### config.mk
export PLATFORM = sky130hd
export DESIGN_NAME = syscall_console_flat
export DESIGN_NICKNAME = d
export VERILOG_FILES = /design/src/rtl/syscall_pkg.sv /design/src/rtl/syscall_console_if.sv /design/src/rtl/syscall_int2dec.sv /design/src/rtl/syscall_console.sv /design/src/flat_wrapper.sv
export SDC_FILE = /design/constraint.sdc
export NUM_CORES = 1
export LEC_CHECK = 0
export ABC_AREA = 1
export CAP_MARGIN = 30
export CORE_ASPECT_RATIO = 2
export CORE_MARGIN = 3
export CORE_UTILIZATION = 52
export DETAILED_ROUTE_END_ITERATION = 10
export PLACE_DENSITY = 0.83
export SYNTH_ARGS = -nofsm -noshare
export SYNTH_HDL_FRONTEND = slang
export SYNTH_HIERARCHICAL = 1
export SYNTH_SLANG_ARGS = --single-unit
### constraint.sdc
create_clock -name clk -period 2.62 [get_ports clk]
set_input_delay 0.524 -clock clk [delete_from_list [all_inputs] [get_ports clk]]
set_output_delay 0.524 -clock clk [all_outputs]
set_load 0.03 [all_outputs]
### src/rtl/syscall_pkg.sv
// Shared constants and types for the syscall console: service codes, FSM states,
// the decimal power table and a byte-lane picker for string words.
package syscall_pkg;

   localparam logic [31:0] SYS_PRINT_INT  = 32'd1;
   localparam logic [31:0] SYS_PRINT_STR  = 32'd4;
   localparam logic [31:0] SYS_EXIT       = 32'd10;
   localparam logic [31:0] SYS_PRINT_CHAR = 32'd11;

   localparam logic [7:0] ASCII_MINUS = 8'h2D;
   localparam logic [7:0] ASCII_ZERO  = 8'h30;

   localparam logic [31:0] POW10 [0:9] = '{
      32'd1000000000, 32'd100000000, 32'd10000000, 32'd1000000, 32'd100000,
      32'd10000,      32'd1000,      32'd100,      32'd10,       32'd1
   };

   typedef enum logic [2:0] {
      IDLE, INT_SIGN, INT_DIGIT, STR_FETCH, STR_EMIT, CHR_EMIT, HALTED
   } state_e;

   typedef enum logic [1:0] {
      E_IDLE, E_SUB, E_OUT
   } eng_state_e;

   // Byte 0 of a word is the lowest address; big-endian puts it in bits [31:24].
   function automatic logic [7:0] pick_byte(input logic [31:0] word,
                                            input logic [1:0]  off,
                                            input logic        big_endian);
      logic [1:0] lane;
      logic [7:0] b;
      lane = big_endian ? ~off : off;
      case (lane)
         2'd0:    b = word[7:0];
         2'd1:    b = word[15:8];
         2'd2:    b = word[23:16];
         default: b = word[31:24];
      endcase
      return b;
   endfunction

endpackage

### src/rtl/syscall_console_if.sv
// Bundle of the request, data-memory and console signals of the syscall console.
interface syscall_console_if;

   // Every channel is valid/ready: a transfer happens on a rising edge with both high;
   // the sender holds valid and payload stable until that edge, ready may change freely.
   logic        req_valid;
   logic        req_ready;
   logic [31:0] req_code;
   logic [31:0] req_arg;
   logic        mem_req;
   logic [31:0] mem_addr;
   logic        mem_ack;
   logic [31:0] mem_rdata;
   logic        char_valid;
   logic [7:0]  char_data;
   logic        char_ready;
   logic        busy;
   logic        halt;
   logic        err;

   modport master (
      output req_valid, req_code, req_arg, mem_ack, mem_rdata, char_ready,
      input  req_ready, mem_req, mem_addr, char_valid, char_data, busy, halt, err
   );

   modport slave (
      input  req_valid, req_code, req_arg, mem_ack, mem_rdata, char_ready,
      output req_ready, mem_req, mem_addr, char_valid, char_data, busy, halt, err
   );

endinterface

### src/rtl/syscall_int2dec.sv
// Decimal digit engine: takes a signed 32-bit value, produces its magnitude digits
// most-significant first by one subtraction per cycle, skipping leading zeros.
module syscall_int2dec
   import syscall_pkg::*;
(
   input  logic        clk,
   input  logic        rst_n,
   input  logic        start_i,
   input  logic [31:0] value_i,
   input  logic        digit_ready_i,
   output logic        digit_valid_o,
   output logic [7:0]  digit_o,
   output logic        done_o
);

   eng_state_e  state_q, state_d;
   logic [31:0] rem_q, rem_d;
   logic [3:0]  idx_q, idx_d;
   logic [3:0]  cnt_q, cnt_d;
   logic        lead_q, lead_d;

   always_ff @(posedge clk or negedge rst_n) begin
      if (!rst_n) begin
         state_q <= E_IDLE;
         rem_q   <= '0;
         idx_q   <= '0;
         cnt_q   <= '0;
         lead_q  <= 1'b0;
      end else begin
         state_q <= state_d;
         rem_q   <= rem_d;
         idx_q   <= idx_d;
         cnt_q   <= cnt_d;
         lead_q  <= lead_d;
      end
   end

   always_comb begin
      state_d       = state_q;
      rem_d         = rem_q;
      idx_d         = idx_q;
      cnt_d         = cnt_q;
      lead_d        = lead_q;
      digit_valid_o = 1'b0;
      done_o        = 1'b0;
      case (state_q)
         E_IDLE: begin
            if (start_i) begin
               // Two's-complement negate also maps 0x80000000 to 2147483648 unsigned.
               rem_d   = value_i[31] ? (~value_i + 32'd1) : value_i;
               idx_d   = '0;
               cnt_d   = '0;
               lead_d  = 1'b1;
               state_d = E_SUB;
            end
         end
         E_SUB: begin
            if (rem_q >= POW10[idx_q]) begin
               rem_d = rem_q - POW10[idx_q];
               cnt_d = cnt_q + 4'd1;
            end else if (lead_q && (cnt_q == 4'd0) && (idx_q != 4'd9)) begin
               idx_d = idx_q + 4'd1;
            end else begin
               state_d = E_OUT;
            end
         end
         E_OUT: begin
            digit_valid_o = 1'b1;
            if (digit_ready_i) begin
               lead_d = 1'b0;
               cnt_d  = '0;
               if (idx_q == 4'd9) begin
                  done_o  = 1'b1;
                  state_d = E_IDLE;
               end else begin
                  idx_d   = idx_q + 4'd1;
                  state_d = E_SUB;
               end
            end
         end
         default: state_d = E_IDLE;
      endcase
   end

   assign digit_o = ASCII_ZERO + {4'd0, cnt_q};

endmodule

### src/rtl/syscall_console.sv
// Syscall service stage: accepts one $v0/$a0 request at a time and turns it into
// console bytes (int, string, char), an exit halt, or an error pulse.
module syscall_console
   import syscall_pkg::*;
#(
   parameter int unsigned MAX_STR_LEN = 1024,
   parameter bit          BIG_ENDIAN  = 1'b1
) (
   input  logic             clk,
   input  logic             rst_n,
   syscall_console_if.slave bus,
   output state_e           state_o
);

   localparam int             SLW      = $clog2(MAX_STR_LEN + 1);
   localparam logic [SLW-1:0] STR_LAST = SLW'(MAX_STR_LEN - 1);

   state_e         state_q, state_d;
   logic [31:0]    ptr_q, ptr_d;
   logic [31:0]    word_q, word_d;
   logic [SLW-1:0] slen_q, slen_d;
   logic           err_q, err_d;
   logic           live_q;

   logic       eng_start, eng_ready, eng_valid, eng_done;
   logic [7:0] eng_digit;
   logic [7:0] str_byte;
   logic       accept;

   syscall_int2dec u_int2dec (
      .clk           (clk),
      .rst_n         (rst_n),
      .start_i       (eng_start),
      .value_i       (bus.req_arg),
      .digit_ready_i (eng_ready),
      .digit_valid_o (eng_valid),
      .digit_o       (eng_digit),
      .done_o        (eng_done)
   );

   // live_q keeps req_ready low while reset is held, so every output reads 0 in reset.
   always_ff @(posedge clk or negedge rst_n) begin
      if (!rst_n) begin
         state_q <= IDLE;
         ptr_q   <= '0;
         word_q  <= '0;
         slen_q  <= '0;
         err_q   <= 1'b0;
         live_q  <= 1'b0;
      end else begin
         state_q <= state_d;
         ptr_q   <= ptr_d;
         word_q  <= word_d;
         slen_q  <= slen_d;
         err_q   <= err_d;
         live_q  <= 1'b1;
      end
   end

   assign str_byte = pick_byte(word_q, ptr_q[1:0], BIG_ENDIAN);
   assign accept   = bus.req_valid && bus.req_ready;

   always_comb begin
      state_d        = state_q;
      ptr_d          = ptr_q;
      word_d         = word_q;
      slen_d         = slen_q;
      err_d          = 1'b0;
      eng_start      = 1'b0;
      eng_ready      = 1'b0;
      bus.mem_req    = 1'b0;
      bus.mem_addr   = '0;
      bus.char_valid = 1'b0;
      bus.char_data  = '0;
      case (state_q)
         IDLE: begin
            if (accept) begin
               case (bus.req_code)
                  SYS_PRINT_INT: begin
                     eng_start = 1'b1;
                     state_d   = bus.req_arg[31] ? INT_SIGN : INT_DIGIT;
                  end
                  SYS_PRINT_STR: begin
                     ptr_d   = bus.req_arg;
                     slen_d  = '0;
                     state_d = STR_FETCH;
                  end
                  SYS_PRINT_CHAR: begin
                     word_d  = bus.req_arg;
                     state_d = CHR_EMIT;
                  end
                  SYS_EXIT: state_d = HALTED;
                  default:  err_d   = 1'b1;
               endcase
            end
         end
         INT_SIGN: begin
            bus.char_valid = 1'b1;
            bus.char_data  = ASCII_MINUS;
            if (bus.char_ready) state_d = INT_DIGIT;
         end
         INT_DIGIT: begin
            bus.char_valid = eng_valid;
            bus.char_data  = eng_digit;
            eng_ready      = bus.char_ready;
            if (eng_done) state_d = IDLE;
         end
         STR_FETCH: begin
            bus.mem_req  = 1'b1;
            bus.mem_addr = {ptr_q[31:2], 2'b00};
            if (bus.mem_ack) begin
               word_d  = bus.mem_rdata;
               state_d = STR_EMIT;
            end
         end
         STR_EMIT: begin
            if (str_byte == 8'h00) begin
               state_d = IDLE;
            end else begin
               bus.char_valid = 1'b1;
               bus.char_data  = str_byte;
               if (bus.char_ready) begin
                  ptr_d  = ptr_q + 32'd1;
                  slen_d = slen_q + SLW'(1);
                  // The guard wins over a refetch: the string is abandoned here.
                  if (slen_q == STR_LAST) begin
                     err_d   = 1'b1;
                     state_d = IDLE;
                  end else if (ptr_q[1:0] == 2'd3) begin
                     state_d = STR_FETCH;
                  end
               end
            end
         end
         CHR_EMIT: begin
            bus.char_valid = 1'b1;
            bus.char_data  = word_q[7:0];
            if (bus.char_ready) state_d = IDLE;
         end
         HALTED:  state_d = HALTED;
         default: state_d = IDLE;
      endcase
   end

   assign bus.req_ready = live_q && (state_q == IDLE);
   assign bus.busy      = (state_q != IDLE) && (state_q != HALTED);
   assign bus.halt      = (state_q == HALTED);
   assign bus.err       = err_q;
   assign state_o       = state_q;

endmodule

### src/flat_wrapper.sv
// flat-port wrapper written by rule: the top's interface ports become plain ports
module syscall_console_flat import syscall_pkg::*;
#(
   parameter int unsigned MAX_STR_LEN = 1024,
   parameter bit          BIG_ENDIAN  = 1'b1
)
  (clk, rst_n, state_o, bus_req_valid, bus_req_code, bus_req_arg, bus_mem_ack, bus_mem_rdata, bus_char_ready, bus_req_ready, bus_mem_req, bus_mem_addr, bus_char_valid, bus_char_data, bus_busy, bus_halt, bus_err);
  syscall_console_if bus_i ();
  input  logic clk;
  input  logic rst_n;
  output state_e state_o;
  input wire logic [$bits(bus_i.req_valid)-1:0] bus_req_valid;
  input wire logic [$bits(bus_i.req_code)-1:0] bus_req_code;
  input wire logic [$bits(bus_i.req_arg)-1:0] bus_req_arg;
  input wire logic [$bits(bus_i.mem_ack)-1:0] bus_mem_ack;
  input wire logic [$bits(bus_i.mem_rdata)-1:0] bus_mem_rdata;
  input wire logic [$bits(bus_i.char_ready)-1:0] bus_char_ready;
  output wire logic [$bits(bus_i.req_ready)-1:0] bus_req_ready;
  output wire logic [$bits(bus_i.mem_req)-1:0] bus_mem_req;
  output wire logic [$bits(bus_i.mem_addr)-1:0] bus_mem_addr;
  output wire logic [$bits(bus_i.char_valid)-1:0] bus_char_valid;
  output wire logic [$bits(bus_i.char_data)-1:0] bus_char_data;
  output wire logic [$bits(bus_i.busy)-1:0] bus_busy;
  output wire logic [$bits(bus_i.halt)-1:0] bus_halt;
  output wire logic [$bits(bus_i.err)-1:0] bus_err;
  assign bus_i.req_valid = bus_req_valid;
  assign bus_i.req_code = bus_req_code;
  assign bus_i.req_arg = bus_req_arg;
  assign bus_i.mem_ack = bus_mem_ack;
  assign bus_i.mem_rdata = bus_mem_rdata;
  assign bus_i.char_ready = bus_char_ready;
  assign bus_req_ready = bus_i.req_ready;
  assign bus_mem_req = bus_i.mem_req;
  assign bus_mem_addr = bus_i.mem_addr;
  assign bus_char_valid = bus_i.char_valid;
  assign bus_char_data = bus_i.char_data;
  assign bus_busy = bus_i.busy;
  assign bus_halt = bus_i.halt;
  assign bus_err = bus_i.err;
  syscall_console #(.MAX_STR_LEN(MAX_STR_LEN), .BIG_ENDIAN(BIG_ENDIAN)) u_core (.clk(clk), .rst_n(rst_n), .bus(bus_i), .state_o(state_o));
endmodule
==> metrics.md, run 1 <==
| Metric | Value |
|---|---|
| Status | finished with violations |
| Failing checks | setup timing |
| Critical path class | reg -> reg |
| Dpl ws | -0.249 ns |
| Finished Core Util | 0.750 |
| CTS tree | built |
| Dpl hpwl | 37600 um |
| Initial antenna violation count | 0 |
| Family with the most delay on the worst path | simple AND/OR/NAND/NOR gates |
| CTS sink count | roughly 120 |
| Vias in the first global route | between 15000 and 20000 |
| DIE HEIGHT | 219 um |
| Max clock buf depth | 2 |
| First-pass GRT wire length | 78400 um |
| RD Place Congestion | 1.04 |
| Worst Path Required | 2.95 ns |
| Main synth FF type | dfrtp_1 |
| Fraction of registers with async set/reset | 1.00 |
| Measured slew at the worst slew-check pin | about 0.61 ns |
| Num rows | 77 |
| Top Ports | 150 |
| Diodes inserted | 0 |
| Number of synthesized flops with an enable pin | 0 |
| Worst EP arrival | 3.26 ns |
| Worst slew margin | 0.593 |
| Initial core utilization | 0.531 |
| Crit path cell chain | buf_6 > ha_4 > or2_4 > o211ai_1 > ha_1 > nand2_2 > inv_2 > nand2_2 > nand2_2 > inv_2 > nand2_2 > nand2_2 > nand3_2 > nand2_2 > nand3_4 > nand2_8 > buf_8 > inv_16 > nand2_1 > nand2_1 |
| Final min period | 2.93 ns |
| Vias post-DR | 15200 |
| Hold WC Path Type | in -> async |
| Nets | between 2000 and 3000 |
| Commonest non-fill, non-tap cell in the layout | nand2_1 |
| P&R area growth vs syn | 41.2% |
| Hold_buf cts | 0 |
| Mapped Area | 11800 um2 |
| Total chip power | 0.0104 W |
| Critical Path Start Type | flip-flop |
| Crit path top cell by count | nand2_2 |
| Setup ws final | -0.312 ns |
| Worst skew pair latency | 0.45 ns |
| Overall Global Routing Usage | 0.409 |
| Power Dens Cells | a little over 600 nW/um2 |
| Yosys reg bits | between 100 and 150 |
| Slowest cell delay on critical path | 0.41 ns |
| Leakage power | 8.68 nW |
| Unrepaired setup endpoints after global routing | true |
| R2R Path End | u_core/u_int2dec/rem_q[16] |
| Share of layout cells above drive strength 1 | 0.216 |
| Filler cells | 1833 |
| Initial DRT Pass Iterations | 10 |
| Synth unique cells | 51 |
| Post-DRT Antenna Nets | 0 |
| Ys Warns | 6 |
| Root Driver | clkbuf_16 |
| Largest net degree at the start of global routing | 51 |
| Vias per cell | 5.71 |
| Final Setup Violations | 45 |
| CP endpoint kind | flip-flop |
| GRT overflow | 0 |
| Post-synthesis sequential area ratio | 0.261 |
| Period utilization | 1.12 |
| Core Area | 22300 um2 |
| Final hold vios | 0 |
| CP Buf/Inv Count | 5 |
| FF-to-FF path depth | 20 |
| Max VDD drop | slightly above 0.0006 V |
| Clock-pin slew on the worst setup and hold paths | 0.06 ns |
| Detailed-route wire length | 52000 um |
| Commonest non-fill, non-tap cells in the layout | nand2_1 (758), buf_4 (245), inv_1 (240) |
| Port Buffers | 147 |
| Final Slew Violations | 0 |
| CTS Buf Count | 17 |
| Htree depth | 4 |
| Post-Syn Instances | 2035 |
| Avg WL per Cell | 19.5 um |
| Drc violations | 0 |
| MaxCap Viol Count | 0 |
| Die Width | 113 um |
| F_max | approximately 0.34 GHz |
| Reg-to-Reg Start | u_core/u_int2dec/idx_q[1] |
| CP max-delay cell | dfrtp_1 |
| Die area | 24700 um2 |
| Final Skew | 0.00751 ns |
| Syn avg cell area | 5.81 um2 |
| Worst-path fanout max | 30 |
| DRT iter0 DRCs | roughly 1300 |
| R2R Setup Slk | -0.31 ns |
-- where the power goes --
group	internal [W]	switching, W	total, W	leakage [nW]
combinational	0.00236	0.00291	0.00527	6.76
sequential	0.00214	0.000351	0.00249	1.62
clock	0.00162	0.000978	0.00260	0.307
total	0.00612	0.00424	0.0104	8.68
-- cell usage after synthesis (2+ instances only) --
library cell  instances  area share
o21ai_0              62       0.026
nor3b_1               2      0.0013
and2_1                8      0.0042
o21ai_2               2      0.0015
o211ai_1             10      0.0064
inv_1               254       0.081
nand2_2               5      0.0026
nand3_2               2      0.0017
a31oi_1              30       0.016
dfrtp_1             123        0.26
o31ai_1               5      0.0032
buf_6                10      0.0095
a21oi_1              46       0.019
a22oi_1               4      0.0025
nor2_2                8      0.0042
nand2_4               2      0.0019
nand3_1             153       0.065
xnor2_1               4      0.0030
xor2_1               28       0.021
ha_1                 50       0.053
clkbuf_1             29      0.0092
buf_1                 6      0.0019
conb_1                4      0.0013
buf_2                16      0.0068
or2_2                 3      0.0016
inv_2                 6      0.0019
nor2_1              222       0.071
o22ai_1               3      0.0016
nand3b_1              8      0.0051
nand4_1              23       0.012
o21ai_1              11      0.0047
buf_4                 6      0.0038
nand2_1             834        0.26
nor3_1               39       0.017
-- flip-flops by register name, indices dropped and copies added (netlist names) --
signal and flops:
u_core/u_int2dec/idx_q 4, u_core/state_o 3, u_core/u_int2dec/cnt_q 4, u_core/u_int2dec/state_q 2, u_core/ptr_q 32, u_core/live_q 1
u_core/u_int2dec/lead_q 1, u_core/word_q 32, u_core/slen_q 11, u_core/u_int2dec/rem_q 32, u_core/bus.err 1
-- how the worst max path moves through the flow --
stage                                         start                    endpoint  slack, ns  depth (start not counted)
after floorplan                   u_core/state_o[1]            bus_char_data[1]      -0.15                          6
final                     u_core/u_int2dec/idx_q[1]  u_core/u_int2dec/rem_q[16]      -0.31                         20
after global routing      u_core/u_int2dec/idx_q[1]  u_core/u_int2dec/rem_q[16]      -0.39                         19
after detailed placement  u_core/u_int2dec/idx_q[0]   u_core/u_int2dec/idx_q[3]      -0.25                         15
after global placement    u_core/u_int2dec/idx_q[0]  u_core/u_int2dec/rem_q[22]      -0.21                         15
after CTS                           u_core/ptr_q[0]              bus_char_valid      -0.15                         11
-- area by class of cell --
class | count | area [um2] | share of cell area
Tap cell | 276 | 345 | 0.0207
Inverter | 263 | 1020 | 0.0609
Clock inverter | 14 | 194 | 0.0116
Timing Repair Buffer | 386 | 3430 | 0.206
Sequential cell | 123 | 3080 | 0.185
Clock buffer | 18 | 439 | 0.0263
Multi-Input combinational cell | 1584 | 8170 | 0.490
-- layer usage --
metal  vias up  wire length, um  global-route usage
met5         -                0                   0
met4         0             5490               0.332
met3       319             3540              0.0662
met2       856            27300               0.760
met1      6982            15700               0.384
li1       7045                -                   -
-- logic make-up (layout without fill, tap and decap cells) --
family,Yosys count,in the layout,synth area share
simple gates,1313,1313,0.456
buf+inv,331,681,0.116
compound gates,181,181,0.0879
flops,123,123,0.261
fa+ha+maj,51,51,0.0546
xor+xnor,32,32,0.0237
other cells,4,7,0.00127
-- stage by stage --
step                      std cells  hold slack (ns)  TNS, ns  cell area, um2
after CTS                      2652           0.0886    -2.53           16400
after detailed placement       2576            0.471    -9.06           14700
after floorplan                2038            0.228   -0.304           11800
final                          2664           0.0839   -10.89           16700
after global routing           2664            0.108   -15.02           16700
after global placement         2576            0.470    -4.65           14700
-- what timing repair did --
| item | CTS | global route |
|---|---|---|
| setup endpoints to repair | 53 | 53 |
| resized for setup | 167 | 75 |
| gates cloned | 4 | 0 |
| pin swaps | 46 | 53 |
| buffers inserted | 41 | 18 |
No activity file was read; power rests on OpenSTA's default activity.
==> inputs of run 2 (changes only) <==
- CAP_MARGIN: 30 -> 20
==> results of run 2 <==
The final DEF is identical to that of run 1; final timing and power are the same.
